### src/rtl/mem_pkg.sv
// Shared types and constants for the multicycle memory port.
// funct3 access-size encodings and the bus FSM state type.
package mem_pkg;

  localparam logic [2:0] F3_B  = 3'b000;
  localparam logic [2:0] F3_H  = 3'b001;
  localparam logic [2:0] F3_W  = 3'b010;
  localparam logic [2:0] F3_BU = 3'b100;
  localparam logic [2:0] F3_HU = 3'b101;

  typedef enum logic [1:0] {
    S_IDLE = 2'd0,
    S_REQ  = 2'd1,
    S_RESP = 2'd2
  } mem_state_t;

endpackage

### src/rtl/mem_interface_load_align.sv
// Load data alignment: moves the addressed lane down to bit 0
// and sign- or zero-extends it according to funct3.
module load_align
  import mem_pkg::*;
(
  input  logic [31:0] rdata,
  input  logic [1:0]  a_lo,
  input  logic [2:0]  funct3,
  output logic [31:0] data
);

  logic [31:0] sh;

  // lane shift followed by size/sign extension
  always_comb begin
    sh   = rdata >> {a_lo, 3'b000};
    data = rdata;
    unique case (funct3)
      F3_B:    data = {{24{sh[7]}}, sh[7:0]};
      F3_BU:   data = {24'h0, sh[7:0]};
      F3_H:    data = {{16{sh[15]}}, sh[15:0]};
      F3_HU:   data = {16'h0, sh[15:0]};
      default: data = rdata;
    endcase
  end

endmodule

### src/rtl/mem_interface.sv
// Multicycle instruction/data memory port with registered outputs.
// Optional MEM_INTERFACE_MISALIGN_CHECK_EN rejects misaligned commands.
module mem_interface
  import mem_pkg::*;
#(
  parameter int ADDR_W  = 32,
  parameter int TIMEOUT = 255
) (
  input  logic              clk,
  input  logic              rst_n,
  input  logic              cmd_valid,
  input  logic              adr_src,
  input  logic              mem_write,
  input  logic              ir_write,
  input  logic [2:0]        funct3,
  input  logic [ADDR_W-1:0] pc,
  input  logic [ADDR_W-1:0] alu_out,
  input  logic [31:0]       write_data,
  output logic              busy,
  output logic              done,
  output logic [31:0]       instr,
  output logic [ADDR_W-1:0] old_pc,
  output logic [31:0]       data,
  output logic              err,
  output logic              mem_req,
  output logic              mem_we,
  output logic [ADDR_W-1:0] mem_addr,
  output logic [3:0]        mem_be,
  output logic [31:0]       mem_wdata,
  input  logic              mem_gnt,
  input  logic              mem_rvalid,
  input  logic [31:0]       mem_rdata
);

  localparam int CW = $clog2(TIMEOUT + 1);
  localparam logic [CW-1:0] TMO_LAST = CW'(TIMEOUT - 1);

  mem_state_t        state, state_d;
  logic [CW-1:0]     cnt;
  logic [1:0]        a_lo;
  logic [2:0]        f3_q;
  logic              we_q, irw_q;
  logic [ADDR_W-1:0] pc_q;
  logic [ADDR_W-1:0] addr_sel;
  logic [7:0]        be_wide;
  logic [31:0]       wdata_d;
  logic [31:0]       ld_data;
  logic              mis, start, fin, tmo, ld, bad;

  assign addr_sel = adr_src ? alu_out : pc;

  // byte enables and lane-aligned store data for the incoming command
  always_comb begin
    be_wide = 8'h0F;
    wdata_d = write_data;
    unique case (1'b1)
      mem_write && funct3[1:0] == 2'b00: begin
        be_wide = 8'h01 << addr_sel[1:0];
        wdata_d = {4{write_data[7:0]}};
      end
      mem_write && funct3[1:0] == 2'b01: begin
        be_wide = 8'h03 << addr_sel[1:0];
        wdata_d = write_data << {addr_sel[1:0], 3'b000};
      end
      default: begin
        be_wide = 8'h0F;
        wdata_d = write_data;
      end
    endcase
  end

`ifdef MEM_INTERFACE_MISALIGN_CHECK_EN
  // address must be naturally aligned to the access size
  always_comb begin
    mis = 1'b0;
    if (!mem_write && ir_write)
      mis = |addr_sel[1:0];
    else if (funct3[1:0] == 2'b01)
      mis = addr_sel[0];
    else if (funct3[1:0] == 2'b10)
      mis = |addr_sel[1:0];
  end
`else
  assign mis = 1'b0;
`endif

  load_align u_load_align (
    .rdata  (mem_rdata),
    .a_lo   (a_lo),
    .funct3 (f3_q),
    .data   (ld_data)
  );

  // next-state and transaction strobes
  always_comb begin
    state_d = state;
    start   = 1'b0;
    fin     = 1'b0;
    tmo     = 1'b0;
    ld      = 1'b0;
    bad     = 1'b0;
    unique case (state)
      S_IDLE: begin
        if (cmd_valid) begin
          if (mis) begin
            bad = 1'b1;
          end else begin
            start   = 1'b1;
            state_d = S_REQ;
          end
        end
      end
      S_REQ: begin
        if (mem_gnt) begin
          if (we_q) begin
            fin     = 1'b1;
            state_d = S_IDLE;
          end else begin
            state_d = S_RESP;
          end
        end else if (cnt == TMO_LAST) begin
          tmo     = 1'b1;
          state_d = S_IDLE;
        end
      end
      S_RESP: begin
        if (mem_rvalid) begin
          ld      = 1'b1;
          fin     = 1'b1;
          state_d = S_IDLE;
        end else if (cnt == TMO_LAST) begin
          tmo     = 1'b1;
          state_d = S_IDLE;
        end
      end
      default: state_d = S_IDLE;
    endcase
  end

  // state, timeout counter and all registered outputs
  always_ff @(posedge clk or negedge rst_n) begin
    if (!rst_n) begin
      state     <= S_IDLE;
      cnt       <= '0;
      busy      <= 1'b0;
      done      <= 1'b0;
      err       <= 1'b0;
      mem_req   <= 1'b0;
      mem_we    <= 1'b0;
      mem_addr  <= '0;
      mem_be    <= 4'h0;
      mem_wdata <= '0;
      instr     <= '0;
      old_pc    <= '0;
      data      <= '0;
      a_lo      <= 2'b00;
      f3_q      <= 3'b000;
      we_q      <= 1'b0;
      irw_q     <= 1'b0;
      pc_q      <= '0;
    end else begin
      state   <= state_d;
      cnt     <= (state_d != state || state == S_IDLE) ? '0 : cnt + 1'b1;
      busy    <= state_d != S_IDLE;
      mem_req <= state_d == S_REQ;
      done    <= fin | tmo | bad;
      if (tmo | bad)
        err <= 1'b1;
      if (start) begin
        mem_addr  <= {addr_sel[ADDR_W-1:2], 2'b00};
        mem_be    <= be_wide[3:0];
        mem_wdata <= wdata_d;
        mem_we    <= mem_write;
        a_lo      <= addr_sel[1:0];
        f3_q      <= funct3;
        we_q      <= mem_write;
        irw_q     <= ir_write;
        pc_q      <= pc;
      end else if (state_d != S_REQ) begin
        mem_we <= 1'b0;
      end
      if (ld) begin
        if (irw_q) begin
          instr  <= mem_rdata;
          old_pc <= pc_q;
        end else begin
          data <= ld_data;
        end
      end
    end
  end

endmodule

### config.mk
export PLATFORM = sky130hd
export DESIGN_NAME = mem_interface
export DESIGN_NICKNAME = d
export VERILOG_FILES = /design/src/rtl/mem_pkg.sv /design/src/rtl/mem_interface_load_align.sv /design/src/rtl/mem_interface.sv
export SDC_FILE = /design/constraint.sdc
export NUM_CORES = 1
export LEC_CHECK = 0
export BUFFER_PORTS_ARGS = -buffer_cell sky130_fd_sc_hd__buf_2
export CELL_PAD_IN_SITES_DETAIL_PLACEMENT = 0
export CELL_PAD_IN_SITES_GLOBAL_PLACEMENT = 1
export CORE_MARGIN = 2
export CORE_UTILIZATION = 25
export DETAILED_ROUTE_END_ITERATION = 10
export GPL_ROUTABILITY_DRIVEN = 0
export HOLD_SLACK_MARGIN = 0.06
export PLACE_DENSITY = 0.51
export SLEW_MARGIN = 40
export SYNTH_ARGS = -nofsm -noshare
export SYNTH_HDL_FRONTEND = slang
export SYNTH_SLANG_ARGS = --single-unit
### constraint.sdc
create_clock -name clk -period 2 [get_ports clk]
set_input_delay 0.2 -clock clk [delete_from_list [all_inputs] [get_ports clk]]
set_output_delay 0.2 -clock clk [all_outputs]
set_load 0.05 [all_outputs]
# --- Yosys cells after proc, flatten, opt, wreduce, memory -nomap -nowiden ---
# Index checks and enable logic that the tools add are counted.
word_totals:
  register_bits: 216
  wordCells: 69
classes:
  add_sub_neg: 1
  eq_ne: 10
  shift: 4
  n_mux: 24
  bitwise_logic: 2
  reduce_logical: 10
ops:
  columns: ["operator", "count"]
  rows:
  - ["one-hot mux 32 bit (4 select lines)", 1]
  - ["one-hot mux 32 bit (2 select lines)", 1]
  - ["2-to-1 mux 32 bit", 1]
  - ["<< shifter 32 x 5 -> 32 bit", 1]
  - ["right shift 32 x 5 -> 16 bit", 1]
  - ["2-to-1 mux 1 bit", 11]
  - ["2-to-1 mux 2 bit", 5]
  - ["adder 8 x 1 -> 8 bit, second input constant", 1]
  - ["equality test 8 bit, second input constant", 1]
  - ["2-to-1 mux 8 bit", 1]
  - ["one-hot mux 4 bit (2 select lines)", 1]
  - ["equality test 2 x 1 -> 1 bit, second input constant", 3]
  - ["equality test 3 bit, second input constant", 2]
  - ["one-hot mux 2 bit (3 select lines)", 1]
  - ["zero test 2 bit", 2]
  - ["one-hot mux 1 bit (2 select lines)", 2]
  - ["AND reduction 2 bit", 2]
  - ["nonzero test 2 bit", 2]
  - ["<< shifter 1 x 2 -> 4 bit, first input constant", 1]
  - ["<< shifter 2 x 2 -> 4 bit, first input constant", 1]
  - ["equality test 3 x 1 -> 1 bit, second input constant", 1]
  - ["zero test 3 bit", 1]
  - ["equality test 2 bit, second input constant", 1]
  - ["logical AND 1 bit", 2]
  - ["5 further kinds", 5]

# --- Depth between registers and ports, before layout ---
logic_depth:
  word_depth: 7
  depth_mapped: 8
  mapped_depth_nobuf: 6

# --- Hierarchy ---
# From an unflattened synthesis, not the netlist that was laid out.
unflattened:
  hier_cells: 891
  area_unflattened_um2: 10023.4
by_module_without_submodules:
  columns: ["module", "n_inst", "cells_each", "area_each_um2", "seq_area_each_um2"]
  rows:
  - ["mem_interface", 1, 780, 9307.7, 5405.2]
  - ["load_align", 1, 111, 715.7, 0.0]

# --- Least setup slack after synthesis ---
# No wires, ideal clock.
synth_timing:
  path_type: "register to register"
  start: "reg state[1]"
  end: "reg mem_be[1]"
  arrival_time_ps: 1662
  slack_ps: 256
  stages_incl_launch_ff: 9
  n_path_buf: 3
  synth_period_minus_slack_ps: 1744
  cell_sequence: "dfrtp_1 > inv_1 > ha_1 > and2_1 > clkbuf_1 > buf_2 > buf_1 > nor2_1 > a31oi_1"
synth_between:
  elab_chain_len: 2
synth_lines:
  columns: ["element", "line_no", "source"]
  rows:
  - ["start, declared", "mem_interface.sv:38", "mem_state_t state, state_d;"]
  - ["start signal, assigned", "mem_interface.sv:162", "state <= state_d;"]
  - ["zero test 2 bit", "mem_interface.sv:102", "unique case (state)"]
  - ["2-to-1 mux 1 bit", "mem_interface.sv:102", null]
  - ["end signal, assigned", "mem_interface.sv:171", "mem_be <= be_wide[3:0];"]
  - ["end, declared", "mem_interface.sv:28", "output logic [3:0] mem_be,"]
# No other way between the ends.
# A chain may end at the register's enable or synchronous reset.

# --- Worst setup path in the final report ---
layout_timing:
  start: "reg state[1]"
  end: "reg mem_wdata[8]"
layout_between:
  elab_chain_len: 2
layout_lines:
  columns: ["element", "line_no", "source"]
  rows:
  - ["zero test 2 bit", "mem_interface.sv:102", null]
  - ["2-to-1 mux 1 bit", "mem_interface.sv:102", null]
  - ["end signal, assigned", "mem_interface.sv:172", "mem_wdata <= wdata_d;"]
  - ["end, declared", "mem_interface.sv:29", "output logic [31:0] mem_wdata,"]
# No other way between the ends.

==> out/metrics.csv <==
metric,value,unit
worstHoldStart,mem_rvalid,
ys_top_cells_by_count,"dfrtp_1, nand2_1, mux2_2",
synth_top_area_cell,dfrtp_1,
fin_area,14300,um^2
syn_area,9770,um^2
period_needed,1.85,ns
slew_headroom,0.490,
maxCapViolations,0,
fin_util,0.370,
yosys_register_bits,216,
cp.arrival,2.31,ns
status,completed,
synthCells,909,
drtIter0Drc,449,
grt_use_total,0.169,
path_class,reg -> reg,
port_buffers,305,
power.leakage,7.03,nW
reg2reg_from,state[1],
die-area,40700,um^2
cts_resized,0,
power_density,1680,nW/um^2
coreArea,38600,um^2
syn_area_per_cell,10.8,um^2
ys_types,50,
yosysSeqAreaShare,0.553,
ant_nets,0,
tightest_slew,0.761,ns
ir_drop,0.000750,V
p_total,0.0240,W
post-route-period-util,0.925,
num-fill-cells,3968,
nets,1498,
cp-end-kind,flip-flop,
synth.top_cells.by_area,"dfrtp_1, mux2_2, nand2_1, mux2i_1, o22ai_1",
async_reset_ff_frac,1.00,
seq_area,5410,um^2
worstPathRequired,2.46,ns
worstSkewPairLatency,0.54,ns
drive_gt1_frac,0.344,
h-tree-depth,1,
drcViolationCount,0,
hold_violations,0,
antenna_found_initial,2,
synth_flop_cell,dfrtp_1,
die_w,202,um
wl,34.5,mm
max_freq,0.541,GHz
ios,308,
die_h,202,um
num_rows,72,
post_cts_buffers,0,
synth.most_common_cell,dfrtp_1,
worstSetupStartpoint,state[1],
grt_pass1_wl,54.3,mm
grt_max_degree,53,
clk_pin_slew,0.06,ns
area_growth,46.2,%
multi_input_area,4080,um^2
overflow,0,
rsz0062_at_grt,yes,
routedWlPerCell,18.2,um
dp_hpwl,24.2,mm
post_dp_cell_area,12100,um^2
cts_sinks,216,
tritoncts,built,
preCtsSetupSlack,0.160,ns
clockBufferDepth,3,
slew_viol_final,0,
vias_per_cell,4.59,
yosysTopAreaCellShare,0.553,
vias,8671,
start_kind,flip-flop,
dr.pass1.iters,4,
clk_root_buffer_cell,clkbuf_16,
cts_buffers,26,
fin_worst_skew,0.00947,ns
grt_pass1_vias,8975,
finalWorstSetupSlack,0.150,ns
synth_edf_count,0,
hp-class,in -> reg,
ys_warn_count,0,
crit_fanout,11,
setup_viol,0,
initial_utilization,0.253,
-- cells in the final DEF, fill, tap and decap left out, types with 6 or more instances in the layout --
master / netlist / layout
buf_2: 14 / 304
dfrtp_1: 216 / 216
nand2_1: 179 / 178
dlygate4sd3_1: 0 / 132
mux2_2: 72 / 72
o21ai_0: 50 / 50
nor2_1: 50 / 49
mux2i_1: 49 / 49
o22ai_1: 47 / 47
a21oi_1: 35 / 35
buf_4: 2 / 28
clkbuf_16: 0 / 27
a22oi_1: 17 / 17
a221oi_1: 17 / 17
buf_12: 0 / 11
nor3_1: 9 / 9
a31oi_1: 9 / 9
a2bb2oi_1: 9 / 9
inv_1: 8 / 8
a22o_1: 8 / 8
nand3_1: 8 / 7
o2bb2ai_1: 7 / 7
a21o_1: 7 / 7
clkbuf_1: 36 / 7
ha_1: 6 / 6
clkinv_2: 0 / 6
-- power breakdown --
part | switching [W] | internal (W) | total (W)
sequential | 0.00106 | 0.00622 | 0.00728
clock | 0.00194 | 0.00280 | 0.00473
combinational | 0.00865 | 0.00333 | 0.0120
-- path summary, 6_finish.rpt --
path / end / slack, ns / depth (start not counted)
max reg2reg: mem_wdata[8] / 0.15 / 6
min reg2reg: pc_q[31] / 0.47 / 2
max in group asynchronous: pc_q[29] / 1.15 / 3
min in group asynchronous: data[2] / 0.19 / 2
min: done / 0.09 / 4
max: mem_wdata[8] / 0.15 / 6
-- through the flow --
| step | instances | TNS (ns) | hold WS (ns) |
|---|---|---|---|
| 6_report | 1890 | 0 | 0.0909 |
| 5_1_grt | 1889 | -0.0759 | 0.114 |
| 4_1_cts | 1889 | 0 | 0.0623 |
| 3_5_place_dp | 1711 | 0 | 0.177 |
| 3_3_place_gp | 1711 | 0 | 0.181 |
| 2_1_floorplan | 910 | 0 | -0.0956 |
-- critical path: stages (launching register included) --
cell,delay [ns]
dfrtp_1,0.44
inv_1,0.15
ha_1,0.28
nand2_4,0.16
nor2_1,0.16
nand3_1,0.30
o22ai_1,0.27
-- final cells by class --
class | count | area share
Clock inverter | 10 | 0.00744
Timing Repair Buffer | 476 | 0.230
Tap cell | 518 | 0.0454
Multi-Input combinational cell | 625 | 0.286
Antenna cell | 1 | 0.000175
Sequential cell | 216 | 0.378
Clock buffer | 36 | 0.0510
Inverter | 8 | 0.00210
-- sequential cells by signal, indices dropped and copies added (netlist names) --
signal     cells
mem_be         4
mem_req        1
data          32
we_q           1
cnt            8
old_pc        32
mem_we         1
instr         32
busy           1
err            1
a_lo           2
pc_q          32
done           1
state          2
f3_q           3
mem_wdata     32
mem_addr      30
irw_q          1
-- what timing repair did --
action / CTS / global route
hold buffers: 132 / 0
setup endpoints to repair: 0 / 4
hold endpoints to repair: 379 / 0
-- logic make-up after synthesis --
kind of cell / share of synthesized area
DFF: 0.553
xor gates and xnor gates: 0.00538
other: 0.000384
AOI/OAI and AO/OA: 0.146
buffers and inverters: 0.0321
adders and majority gates: 0.00768
muxes: 0.142
and+or+nand+nor: 0.114
-- layer usage --
metal  GRT usage  up-vias  share of wire
li1            -     4118              -
met3      0.0376       50          0.057
met1       0.217     4223           0.44
met2       0.286      278           0.48
met4      0.0460        2          0.027
met5           0        -        0.00038
No activity file was read; power rests on OpenSTA's default activity.
